$ cat src/rtl/jtframe_rom_pkg.sv
`default_nettype none
// +-----------------------------------------------------------------+
// | jtframe_rom_pkg                                                  |
// | Shared constants for the SDRAM ROM arbiter: FSM encoding,        |
// | priority modes and SDRAM word-address width.                     |
// | Revision: 1.0                                                    |
// +-----------------------------------------------------------------+
package jtframe_rom_pkg;
    localparam int SDRAM_AW = 22;

    localparam logic [1:0] IDLE = 2'd0;
    localparam logic [1:0] REQ  = 2'd1;
    localparam logic [1:0] WAIT = 2'd2;

    localparam logic PRIO_FIXED = 1'b0;
    localparam logic PRIO_RR    = 1'b1;
endpackage
`default_nettype wire

$ cat src/rtl/jtframe_rom_arb_pick.sv
`default_nettype none
// +-----------------------------------------------------------------+
// | jtframe_rom_arb_pick                                             |
// | Combinational picker: fixed or round-robin over the missing      |
// | slots, restricted to the preferred group when it has a miss.     |
// | Revision: 1.0                                                    |
// +-----------------------------------------------------------------+
module jtframe_rom_arb_pick
    import jtframe_rom_pkg::*;
#(
    parameter int SLOTS = 5,
    parameter int IW    = 3
)(
    input  logic [SLOTS-1:0] miss,
    input  logic [SLOTS-1:0] pref,
    input  logic             mode,
    input  logic [IW-1:0]    ptr,
    output logic [SLOTS-1:0] grant,
    output logic [IW-1:0]    idx
);
    logic [SLOTS-1:0] w_pref_miss;
    logic [SLOTS-1:0] w_cand;
    logic             w_found;
    int               w_j;

    assign w_pref_miss = miss & pref;
    assign w_cand      = (|w_pref_miss) ? w_pref_miss : miss;

    // Round-robin scans starting one past the last served slot.
    always_comb begin
        grant   = '0;
        idx     = '0;
        w_found = 1'b0;
        w_j     = 0;
        for (int k = 0; k < SLOTS; k++) begin
            if (mode == PRIO_RR)
                w_j = (int'(ptr) + 1 + k) % SLOTS;
            else
                w_j = k;
            if (!w_found && w_cand[w_j]) begin
                w_found    = 1'b1;
                grant[w_j] = 1'b1;
                idx        = IW'(w_j);
            end
        end
    end
endmodule
`default_nettype wire

$ cat src/rtl/jtframe_rom_arb.sv
`default_nettype none
// +-----------------------------------------------------------------+
// | jtframe_rom_arb                                                  |
// | N-slot SDRAM ROM arbiter with a one-entry 32-bit cache per slot. |
// | Revision: 1.0                                                    |
// +-----------------------------------------------------------------+
module jtframe_rom_arb
    import jtframe_rom_pkg::*;
#(
    parameter int                       SLOTS      = 5,
    parameter int                       AW         = 18,
    parameter logic [SDRAM_AW*SLOTS-1:0] OFFSETS   = '0,
    parameter int                       PRIO_MODE  = 0,
    parameter logic [SLOTS-1:0]         VIDEO_MASK = SLOTS'(5'b10000)
)(
    input  logic                   clk,
    input  logic                   rst,
    input  logic [SLOTS-1:0]       slot_cs,
    input  logic [SLOTS*AW-1:0]    slot_addr,
    output logic [SLOTS*32-1:0]    slot_dout,
    output logic [SLOTS-1:0]       slot_ok,
    input  logic                   vblank,
    input  logic                   downloading,
    input  logic                   loop_rst,
    output logic                   sdram_req,
    input  logic                   sdram_ack,
    input  logic                   data_rdy,
    output logic [SDRAM_AW-1:0]    sdram_addr,
    input  logic [31:0]            data_read,
    output logic                   refresh_en
);
    localparam int IW = (SLOTS > 1) ? $clog2(SLOTS) : 1;
    localparam int TW = AW - 1;

    logic [1:0]          r_state;
    logic                r_req;
    logic [SDRAM_AW-1:0] r_addr;
    logic [IW-1:0]       r_sel;
    logic [IW-1:0]       r_ptr;
    logic [TW-1:0]       r_tag_lat;

    logic                r_valid [SLOTS];
    logic [TW-1:0]       r_tag   [SLOTS];
    logic [31:0]         r_dout  [SLOTS];

    logic [SLOTS-1:0]    w_miss;
    logic [SLOTS-1:0]    w_req_miss;
    logic [SLOTS-1:0]    w_pref;
    logic [SLOTS-1:0]    w_grant;
    logic [IW-1:0]       w_idx;
    logic                w_any;
    logic                w_fill;
    logic [AW-1:0]       w_gaddr;
    logic [SDRAM_AW-1:0] w_goff;
    logic [SDRAM_AW-1:0] w_new_addr;

    generate
        for (genvar i = 0; i < SLOTS; i++) begin : g_slot
            logic [AW-1:0] w_a;
            assign w_a                   = slot_addr[AW*i +: AW];
            assign slot_ok[i]            = slot_cs[i] & r_valid[i] & (r_tag[i] == w_a[AW-1:1]);
            assign slot_dout[32*i +: 32] = r_dout[i];

            // Invalidation wins over a same-cycle fill, so a download never leaves stale valid bits.
            always_ff @(posedge clk) begin
                if (rst) begin
                    r_valid[i] <= 1'b0;
                    r_tag[i]   <= '0;
                    r_dout[i]  <= '0;
                end else begin
                    if (w_fill && r_sel == IW'(i)) begin
                        r_valid[i] <= 1'b1;
                        r_tag[i]   <= r_tag_lat;
                        r_dout[i]  <= data_read;
                    end
                    if (downloading || loop_rst)
                        r_valid[i] <= 1'b0;
                end
            end
        end
    endgenerate

    assign w_miss     = slot_cs & ~slot_ok;
    assign w_req_miss = downloading ? '0 : w_miss;
    assign w_pref     = vblank ? ~VIDEO_MASK : VIDEO_MASK;
    assign w_any      = |w_grant;
    assign w_fill     = (r_state == WAIT) && data_rdy;

    jtframe_rom_arb_pick #(
        .SLOTS (SLOTS),
        .IW    (IW)
    ) u_pick (
        .miss  (w_req_miss),
        .pref  (w_pref),
        .mode  ((PRIO_MODE == 1) ? PRIO_RR : PRIO_FIXED),
        .ptr   (r_ptr),
        .grant (w_grant),
        .idx   (w_idx)
    );

    assign w_gaddr    = slot_addr[AW*w_idx +: AW];
    assign w_goff     = OFFSETS[SDRAM_AW*w_idx +: SDRAM_AW];
    assign w_new_addr = w_goff + SDRAM_AW'(w_gaddr & ~AW'(1));

    always_ff @(posedge clk) begin
        if (rst) begin
            r_state   <= IDLE;
            r_req     <= 1'b0;
            r_addr    <= '0;
            r_sel     <= '0;
            r_tag_lat <= '0;
            r_ptr     <= IW'(SLOTS - 1);
        end else begin
            case (r_state)
                IDLE: if (w_any) begin
                    r_sel     <= w_idx;
                    r_tag_lat <= w_gaddr[AW-1:1];
                    r_addr    <= w_new_addr;
                    r_ptr     <= w_idx;
                    r_req     <= 1'b1;
                    r_state   <= REQ;
                end
                REQ: if (sdram_ack) begin
                    r_req   <= 1'b0;
                    r_state <= WAIT;
                end
                WAIT: if (data_rdy)
                    r_state <= IDLE;
                default: r_state <= IDLE;
            endcase
        end
    end

    assign sdram_req  = r_req;
    assign sdram_addr = r_addr;
    assign refresh_en = (r_state == IDLE) && !(|w_req_miss);
endmodule
`default_nettype wire

$ cat config.mk
export PLATFORM = sky130hd
export DESIGN_NAME = jtframe_rom_arb
export DESIGN_NICKNAME = d
export VERILOG_FILES = /design/src/rtl/jtframe_rom_pkg.sv /design/src/rtl/jtframe_rom_arb_pick.sv /design/src/rtl/jtframe_rom_arb.sv
export SDC_FILE = /design/constraint.sdc
export NUM_CORES = 1
export LEC_CHECK = 0
export BUFFER_PORTS_ARGS = -buffer_cell sky130_fd_sc_hd__buf_2
export CAP_MARGIN = 20
export CORE_ASPECT_RATIO = 1.25
export CORE_MARGIN = 2
export CORE_UTILIZATION = 30
export DETAILED_ROUTE_END_ITERATION = 10
export SYNTH_ARGS = -nofsm -noshare
export SYNTH_HDL_FRONTEND = slang
export SYNTH_SLANG_ARGS = --single-unit
$ cat constraint.sdc
create_clock -name clk -period 4.99 [get_ports clk]
set_input_delay 0.2495 -clock clk [delete_from_list [all_inputs] [get_ports clk]]
set_output_delay 0.2495 -clock clk [all_outputs]
set_load 0.1 [all_outputs]
* After elaboration in Yosys (flattened, before gate mapping)
Memory sizes are Yosys's and may differ from the RTL's.
Index checks and enable logic that the tools add are counted.
** Storage, ports and cells
- Logic and storage cells :: 149
- Output and inout port bits :: 189
- Memories :: 3
- Register bits :: 45
- Bits in writable memories :: 250
** Memories
- r_dout :: words 5, bits a word 32, read ports 5, clocked after Yosys merged registers in 0, write ports 5, line jtframe_rom_arb.sv:44 : logic [31:0] r_dout [SLOTS];
- r_tag :: words 5, bits a word 17, read ports 5, clocked after Yosys merged registers in 0, write ports 5, line jtframe_rom_arb.sv:43 : logic [TW-1:0] r_tag [SLOTS];
- r_valid :: words 5, bits a word 1, read ports 5, clocked after Yosys merged registers in 0, write ports 5, line jtframe_rom_arb.sv:42 : logic r_valid [SLOTS];
** Operators by class
- $mul :: 2
- Mux-type cells :: 63
- Bitwise operators :: 33
- Shifts and indexed selects :: 2
- Equality and inequality tests :: 14
- Reductions and logical operators :: 26
- Add/subtract/negate cells :: 1
** Operators with widths (number)
- 32-bit 2-to-1 mux :: 5
- 110-bit by 9-bit indexed part select with 22-bit output, first input constant :: 1
- 90-bit by 9-bit indexed part select with 18-bit output :: 1
- 17-bit equality test :: 5
- 17-bit 2-to-1 mux :: 5
- 1-bit 2-to-1 mux :: 38
- 22-bit by 18-bit adder with 22-bit output :: 1
- 5-bit 2-to-1 mux :: 4
- 1-bit bitwise OR :: 20
- 5-bit OR reduction :: 3
- 4-bit by 3-bit multiplier with 7-bit output, first input constant :: 2
- 3-bit 2-to-1 mux :: 4
- 1-bit logical AND :: 11
- 1-bit bitwise AND :: 10
- 5-bit bitwise AND :: 2
- 2-bit 2-to-1 mux :: 4
- 3-bit by 2-bit equality test with 1-bit output, second input constant :: 2
- 2-bit inequality test, second input constant :: 3
- 2-bit case mux with 3 select lines :: 1
- 3-bit AND reduction :: 2
- 1-bit logical NOT :: 5
- 5-bit NOT :: 1
- 4-bit 2-to-1 mux :: 1
- 3-bit by 1-bit equality test with 1-bit output, second input constant :: 1
- other kinds (9) :: 9

* Depth between registers and ports, before layout
Gate-level depths: netlist of run 1.
An unclocked memory read counts as a cell.
- Depth in word-level cells :: 25
- Gate-level depth with buffers :: 10
- Mapped depth without buffers :: 8

* Modules after synthesis
A second synthesis of run 1 with hierarchy kept.
** Unflattened totals
- Cells, all modules :: 1386
- Area total of the unflattened synthesis :: 15718.8 um^2
** By module, submodules not included
- jtframe_rom_arb :: times used 1, seq. area each 7987.7 um^2, area each 11940.2 um^2, cells each 824
- jtframe_rom_arb_pick :: times used 1, seq. area each 0.0 um^2, area each 3778.6 um^2, cells each 562

* Least setup slack after synthesis of run 1
Ideal clock, no wire load.
- Kind :: flip-flop to flip-flop
- From :: memory r_tag[4][4] (netlist bit)
- To :: register r_addr[5], in the netlist sdram_addr[5]
- Data required time :: 4.852 ns
- Library setup time :: 0.138 ns
- Clock period less this slack :: 5.265 ns
- Path slack :: -0.275 ns
- Arrival :: 5.127 ns
- Buffers on the path :: 2
- Stages on the path, launching flop included :: 11
- Cell sequence :: edfxtp_1 > xor2_1 > nor4_1 > nand3_1 > nor4_1 > nor2b_1 > o21a_1 > buf_2 > clkbuf_1 > nor2_1 > a311oi_2
** RTL lines
- start, declared :: line jtframe_rom_arb.sv:43
- end signal, assigned :: line jtframe_rom_arb.sv:118 : r_addr <= w_new_addr;
- end, declared :: line jtframe_rom_arb.sv:37 : logic [SDRAM_AW-1:0] r_addr;

==> results of run 1 <==
-- layout make-up --
class,count,area (sq um),share of cell area (%)
repair buffers,345,1848,11.88
diodes,5,12.51,0.08043
inverters,4,15.01,0.09652
flip-flops and latches,273,7968,51.22
multi-input cells,594,4073,26.18
clock inverters,9,130.1,0.8365
well taps,546,683.2,4.392
clock buffers,45,827.0,5.316
-- placed cells by master (no fill, tap or decap), drive strengths merged, types with 3 or more instances in the layout --
master and instances:
buf 331, edfxtp 250, and2 196, xor2 65, and3 52, clkbuf 45, nor2 34, nand3 26
nor4 25, dfxtp 23, o21ai 21, xnor2 20, nand2 20, a311oi 17, a21o 15, dlygate4sd3 14
mux2i 13, nand2b 13, a2bb2oi 11, nand4 7, nor3 7, diode 5, nor2b 5, o2111ai 5
conb 5, inv 5, o41a 4, o41ai 4, a21oi 3, clkinvlp 3, bufinv 3
-- sequential cells by signal, summed over array words and instances (netlist names) --
| register | flops |
|---|---|
| r_dout | 160 |
| r_sel | 3 |
| r_state | 2 |
| r_tag | 85 |
| r_tag_lat | 6 |
| r_valid | 5 |
| sdram_addr | 11 |
| sdram_req | 1 |
-- cells in the mapped netlist, types with 3 or more instances --
library cell / number / area (sq um)
buf_2: 8 / 40.04
nor2_1: 33 / 123.9
nand2b_1: 13 / 81.33
nand3_1: 26 / 130.1
o2111ai_1: 5 / 43.79
nor4_1: 25 / 156.4
o41a_1: 4 / 45.04
a311oi_1: 13 / 113.9
xnor2_1: 20 / 175.2
a311oi_2: 4 / 60.06
a2bb2oi_1: 11 / 96.34
buf_4: 5 / 37.54
and2_1: 196 / 1226
and3_1: 52 / 325.3
nor2b_1: 5 / 31.28
clkbuf_1: 40 / 150.1
a21o_1: 15 / 112.6
xor2_1: 65 / 569.3
inv_1: 4 / 15.01
nand2_1: 20 / 75.07
edfxtp_1: 250 / 7507
nand4_1: 7 / 43.79
o21ai_0: 19 / 95.09
nor3_1: 7 / 35.03
a21oi_1: 3 / 15.01
dfxtp_1: 23 / 460.4
mux2i_1: 13 / 130.1
-- power by group through the flow --
stage | Combinational [mW] | Clock (mW) | Sequential (mW)
3_3_place_gp | 1.03 | 0 | 2.71
5_1_grt | 1.08 | 2.33 | 2.67
6_report | 1.04 | 2.21 | 2.66
3_5_place_dp | 1.04 | 0 | 2.71
2_1_floorplan | 0.253 | 0 | 3.20
4_1_cts | 1.05 | 2.25 | 2.66
-- what timing repair did --
item	CTS	global route
setup buffers	0	0
hold buffers	14	0
endpoints found under the hold margin	28	0
-- worst max-delay path: cells and delay by family (launching register included) --
family | cells | cell delay [ns]
buf+inv | 2 | 0.72
simple gates | 5 | 1.51
compound gates | 1 | 0.17
flops | 1 | 0.39
xor+xnor | 1 | 0.19
-- logic make-up (layout without fill, tap and decap cells) --
| group | count (synthesis) | in the layout | share of synthesized area (%) |
|---|---|---|---|
| other | 1 | 10 | 0.03071 |
| AO/OA/AOI/OAI | 94 | 94 | 6.271 |
| flip-flops | 273 | 273 | 65.25 |
| AND/OR/NAND/NOR | 395 | 395 | 19.03 |
| XOR/XNOR | 85 | 85 | 6.096 |
| buffers and inverters | 58 | 403 | 2.080 |
| multiplexers | 15 | 15 | 1.250 |
-- worst max-delay path by stage --
stage	start	end	slack, ns	cells past startpoint
3_5_place_dp	slot_addr[5]	sdram_addr[9]	1.53	10
2_1_floorplan	r_tag[3][10]	refresh_en	0.75	7
5_1_grt	r_tag[0][4]	refresh_en	1.01	9
4_1_cts	r_tag[0][4]	refresh_en	1.18	9
6_report	r_tag[0][4]	refresh_en	1.18	9
3_3_place_gp	slot_addr[5]	sdram_addr[9]	1.58	10
-- metrics by stage --
stage	instance area (sq um)	std cells	power (mW)	setup WS, ns
global route	15550	1820	6.085	1.006
finish	15560	1821	5.915	1.175
CTS	15540	1816	5.959	1.184
detailed placement	14450	1748	3.748	1.534
floorplan	12230	925	3.455	0.7504
global placement	14440	1747	3.739	1.578
-- metal layers --
| layer | up-vias | track usage, % | routed length (um) |
|---|---|---|---|
| met4 | 8 | 7.400 | 1486 |
| met2 | 351 | 32.51 | 20150 |
| li1 | 4015 | - | - |
| met3 | 65 | 4.373 | 3208 |
| met5 | - | 0 | 48 |
| met1 | 4244 | 21.19 | 15190 |
==> metrics.md, run 1 <==
| Metric | Value |
|---|---|
| Syn Inst Count | `921` |
| CP peak stage delay | `around 0.54 ns` |
| Final Hold Violating Endpoints | `0` |
| Setup TNS | `0 ns` |
| Die width | `184.5 um` |
| FF-to-FF setup slack | `1.45 ns` |
| Max clock buf depth | `3` |
| Share of post-route cells with drive strength above 1 | `30.94%` |
| Drt drc | `0` |
| Die Y | `229.6 um` |
| FFs w/ async S/R, synth | `0%` |
| Worst r2r src | `r_tag[0][4]` |
| Final Core Density | `38.78%` |
| Max-slew violation count | `0` |
| Final Skew | `0.01147 ns` |
| Largest net degree at the start of global routing | `50` |
| Final hold slack | `0.02513 ns` |
| Post-synth top flop | `edfxtp_1` |
| Cell Chain, Critical Path | `xor2_1 > or4b_1 > nor3b_1 > a21o_1 > buf_4 > nand4_1 > nand2b_1 > nor3_1 > buf_2` |
| Vias | `roughly 8,700` |
| DRT iter0 DRCs | `452` |
| DR vias/cell | `4.768` |
| Vias in the first global route | `8,808` |
| CTS tree | `built` |
| Hold path cells | `2` |
| Minimum clock period | `3.815 ns` |
| Switching portion of total power | `between 30 and 40%` |
| Routed WL | `approximately 40,000 um` |
| Worst-path fanout max | `20` |
| Distinct cells, synth | `57` |
| CTS Buf Count | `29` |
| Initial antenna violation count | `9` |
| All-layer global routing usage | `around 18%` |
| Row cnt | `82` |
| WP data required | `4.74 ns` |
| FF-to-FF End | `sdram_addr[9]` |
| Slew @ Worst Pin | `1.035 ns` |
| Post-synth EDFFs | `250` |
| FF-to-FF path depth | `9` |
| Area growth syn-to-layout | `27.39%` |
| Die area | `0.04235 sq mm` |
| Fillers | `3,891` |
| CP arrival | `3.57 ns` |
| Combinational share of power | `17.6%` |
| Clock Power Share | `a little under two fifths` |
| HP Start | `data_read[24]` |
| Layout Nets | `1,381` |
| GPL Wtd Cong | `0.9281` |
| I/O Pins | `~320` |
| H-tree depth | `1` |
| Clock sink count | `273` |
| WL per Instance | `approximately 22 um` |
| DR pass1 iterations | `4` |
| Max_cap viols | `0` |
| FF+latch count, synth | `about 270` |
| Sequential power share | `45.0%` |
| Clock transition at path regs | `0.06 ns` |
| WHS Endpoint | `r_dout[2][24]` |
| Static Leak | `6.543 nW` |
| Netlist Area Pre-Place | `0.01221 sq mm` |
| Initial Util | `between 30% and 40%` |
| YS warnings | `0` |
| Final ANT Viol Nets | `0` |
| RSZ-0062 raised after global routing | `no` |
| Worst ir drop on vdd | `269.1 uV` |
| Crit start category | `flip-flop` |
| First-pass GRT wire length | `57,150 um` |
| Global route overflow | `0` |
| Post-synthesis sequential area ratio | `65.25%` |
| Setup CP Type | `reg2out` |
| P_int | `between 4 and 5 mW` |
| Post-DP HPWL | `28,980 um` |
| Status | `finished, final reports clean` |
| Slowest-stage cell, CP | `or4b_1` |
| CTS resizes | `0` |
| Relative slew margins | `31.02%` |
| PwrDens | `approximately 380 mW/mm^2` |
| Syn_area_per_cell | `13.26 sq um` |
| CP endpoint kind | `output port` |
| # setup viols final | `0` |
| Clock latency on the worst-skew pair | `between 0.5 and 0.6 ns` |
| Final Cycle Share | `76.44%` |
| Max frequency | `between 0.2 and 0.3 GHz` |
| Switch Pwr | `1.833 mW` |
| Core Area | `0.04012 sq mm` |
| PortBufs | `312` |
| Clk root buf | `clkbuf_16` |
| Hold WC Path Type | `in2reg` |
(Power assumes the default switching activity.)
==> run 2: changes to the inputs <==
- ABC_AREA: default -> 1
- clock period: 4.99 -> 3.85 ns (I/O delays scaled with it)
==> run 2 against run 1 <==
Against the previous run: worst setup slack worse by 0.37 ns; combinational power grew 74%; wire length up 14%; core utilization down 0.17 points; flip-flop and latch count did not move; synthesized area increased by 5.1%; critical path depth is 3 higher; final area increased by 4.6%; critical path type unchanged; critical endpoint unchanged; largest power group unchanged.
==> metrics.md, run 2 <==
| Metric | Value |
|---|---|
| Status | `finished, final reports clean (unchanged)` |
| Clock sink count | `273 (unchanged)` |
| Vias in the first global route | `11,020 (was 8,808)` |
| I/O Pins | `323 (unchanged)` |
| CTS Buf Count | `28 (was 29)` |
| Most common cell after layout, fill and taps aside | `nor2_1 (was buf_2)` |
| Grt met2 use | `34.54% (was 32.51%)` |
| Global route overflow | `0 (unchanged)` |
| Final Cycle Share | `79.03%` |
| Routed WL | `45,600 um (was 40,080 um)` |
| # setup viols final | `0 (unchanged)` |
| Max FFs per register | `160 (unchanged)` |
| Commonest cells after routing, fill and taps aside | `nor2_1 (339), buf_2 (312), nand2_1 (303) (was buf_2 (312), edfxtp_1 (250), and2_1 (196))` |
| CP arrival | `2.85 ns (was 3.57 ns)` |
| Final ANT Viol Nets | `0 (unchanged)` |
| Distinct cells, synth | `36 (was 57)` |
| DR vias/cell | `4.639 (was 4.768)` |
| Row cnt | `84 (was 82)` |
| Max_cap viols | `0 (unchanged)` |
| Largest Register | `r_dout (unchanged)` |
| Clock transition at path regs | `0.07 ns (was 0.06 ns)` |
| Clk root buf | `clkbuf_16 (unchanged)` |
| # hold bufs at CTS | `28 (was 14)` |
| RSZ-0062 raised after global routing | `no (unchanged)` |
| GR peak layer | `met2 (unchanged)` |
| Max-slew violation count | `0 (unchanged)` |
| Worst-path fanout max | `2 (was 20)` |
| Most numerous cell in the Yosys netlist | `nor2_1 (was edfxtp_1)` |
| All-layer global routing usage | `20.04% (was 18.38%)` |
| CP endpoint kind | `output port (unchanged)` |
| DR pass1 iterations | `7 (was 4)` |
| Die Y | `235.2 um (was 229.6 um)` |
| Largest net degree at the start of global routing | `51 (was 50)` |
| Synth top area cells | `edfxtp_1 (59%), nor2_1 (9.9%), nand2_1 (9.1%), inv_1 (7.1%), dfxtp_1 (3.6%) (was edfxtp_1 (61%), and2_1 (10%), xor2_1 (4.7%), dfxtp_1 (3.8%), and3_1 (2.7%))` |
| Share of post-route cells with drive strength above 1 | `22.07% (was 30.94%)` |
| Post-synth top flop | `edfxtp_1 (unchanged)` |
| Area growth syn-to-layout | `26.81% (was 27.39%)` |
| Cell Chain, Critical Path | `nand2_1 > nand2_1 > nor2_1 > nand2_1 > nor2_1 > nand3_1 > nand2_2 > nand2_1 > inv_1 > nand4_1 > nor2_1 > buf_2 (was xor2_1 > or4b_1 > nor3b_1 > a21o_1 > buf_4 > nand4_1 > nand2b_1 > nor3_1 > buf_2)` |
| Worst ir drop on vdd | `361.3 uV (was 269.1 uV)` |
| Setup CP Type | `reg2out (unchanged)` |
| PwrDens | `489.5 mW/mm^2 (was 380.2 mW/mm^2)` |
| Post-synth EDFFs | `250 (unchanged)` |
| Drt drc | `0 (unchanged)` |
| Syn Inst Count | `1,447 (was 921)` |
| Relative slew margins | `34.98% (was 31.02%)` |
| FF-to-FF setup slack | `0.94 ns (was 1.45 ns)` |
| Cell type with the highest aggregate area in the netlist | `edfxtp_1 (unchanged)` |
| YS warnings | `0 (unchanged)` |
| Clock latency on the worst-skew pair | `0.56 ns (about the same)` |
| PortBufs | `312 (unchanged)` |
| GRT met1 Usage | `23.04% (was 21.19%)` |
| Max clock buf depth | `3 (unchanged)` |
| FF+latch count, synth | `273 (unchanged)` |
| FFs w/ async S/R, synth | `0% (unchanged)` |
| WL per Instance | `19.22 um (was 22.01 um)` |
| CTS tree | `built (unchanged)` |
| Initial Util | `30.44% (about the same)` |
| Setup bufs post-CTS | `0 (unchanged)` |
| Final Core Density | `38.61% (was 38.78%)` |
| Initial antenna violation count | `8 (was 9)` |
| GPL Wtd Cong | `0.9232 (was 0.9281)` |
| Place WS | `0.9934 ns (was 1.534 ns)` |
| Syn_area_per_cell | `8.867 sq um (was 13.26 sq um)` |
| Die width | `189.0 um (was 184.5 um)` |
| Setup TNS | `0 ns (unchanged)` |
| Final Skew | `0.01103 ns (was 0.01147 ns)` |
| First-pass GRT wire length | `66,520 um (was 57,150 um)` |
| WP data required | `3.66 ns (was 4.74 ns)` |
| Netlist Area Pre-Place | `0.01283 sq mm (was 0.01221 sq mm)` |
| Final Hold Violating Endpoints | `0 (unchanged)` |
| H-tree depth | `1 (unchanged)` |
| Top post-synthesis cells by count | `nor2_1 (339), nand2_1 (311), edfxtp_1 (250), inv_1 (244), nand3_1 (90) (was edfxtp_1 (250), and2_1 (196), xor2_1 (65), and3_1 (52), clkbuf_1 (40))` |
| Met3 global-route usage | `5.098% (was 4.373%)` |
| Core Area | `0.04215 sq mm (was 0.04012 sq mm)` |
| DRT iter0 DRCs | `786 (was 452)` |
| Slew @ Worst Pin | `0.9742 ns (was 1.035 ns)` |
| Most used cell, CP | `nand2_1` |
| Crit start category | `flip-flop (unchanged)` |
| CTS resizes | `0 (unchanged)` |
| Minimum clock period | `3.043 ns` |
| Post-synthesis sequential area ratio | `62.10% (was 65.25%)` |
| Max frequency | `0.3287 GHz` |
| Vias | `11,010 (was 8,683)` |
| CP peak stage delay | `0.46 ns (was 0.54 ns)` |
| Layout Nets | `1,920 (was 1,381)` |
| Post-synth top area share | `58.51% (was 61.48%)` |
| Post-route setup slack | `0.8074 ns (was 1.175 ns)` |
| Static Leak | `7.744 nW (was 6.543 nW)` |
| Hold WC Path Type | `in2reg (unchanged)` |
| Post-DP HPWL | `33,800 um (was 28,980 um)` |
| Die area | `0.04445 sq mm (was 0.04235 sq mm)` |
| Fillers | `4,293 (was 3,891)` |
| Slowest-stage cell, CP | `edfxtp_1 (was or4b_1)` |
-- run 2: kinds of logic (layout without fill, tap and decap cells) --
group	count (synthesis)	after routing	share of synthesized area (%)
other	1	11	0.02923
and+or+nand+nor	789	789	24.94
AOI/OAI and AO/OA	83	83	3.598
DFF	273	273	62.10
xor gates and xnor gates	3	3	0.2048
buffers and inverters	298	655	9.127
-- run 2: cell type report --
type,count,area [sq um],share of cell area [%]
Sequential cell,273,7968,48.97
Multi-Input combinational cell,880,3757,23.09
Timing Repair Buffer,356,2012,12.37
Inverter,247,927.1,5.698
Clock buffer,33,740.7,4.552
Tap cell,559,699.4,4.299
Clock inverter,19,151.4,0.9305
Antenna cell,6,15.01,0.09228
-- run 2: path summary, 6_finish.rpt --
path,cells after the start,start,endpoint
hold reg to reg,2,sdram_req,sdram_req
setup reg to reg,16,r_tag[1][0],sdram_addr[10]
setup / recovery,12,r_tag[1][3],refresh_en
hold / removal,3,data_read[13],r_dout[2][13]
-- run 2: metal layers --
layer | vias to the layer above | wire (um)
met3 | 117 | 3983
met4 | 8 | 2288
met1 | 5148 | 17140
li1 | 5284 | -
met2 | 451 | 22130
met5 | - | 55
-- run 2: worst max-delay path, delay by kind of cell, from the launching register on --
family | cells | cell delay, ns
simple gates | 10 | 1.30
buf+inv | 2 | 0.54
flops | 1 | 0.46
-- run 2: report_power, final --
group | total [mW] | leakage, nW | internal, mW | switching, mW
Clock | 2.68 | 0.416 | 1.46 | 1.22
Combinational | 1.81 | 4.55 | 0.302 | 1.51
Sequential | 3.48 | 2.78 | 3.39 | 0.0874
-- run 2: metrics by stage --
stage	cell area (sq um)	total power, mW	hold WS (ns)	instances
2_1_floorplan	12860	4.834	0.2616	1451
3_3_place_gp	15080	5.315	0.4185	2287
3_5_place_dp	15080	5.325	0.4301	2287
4_1_cts	16260	8.016	0.0004847	2367
5_1_grt	16260	8.225	0.02333	2368
6_report	16270	7.964	0.02206	2373
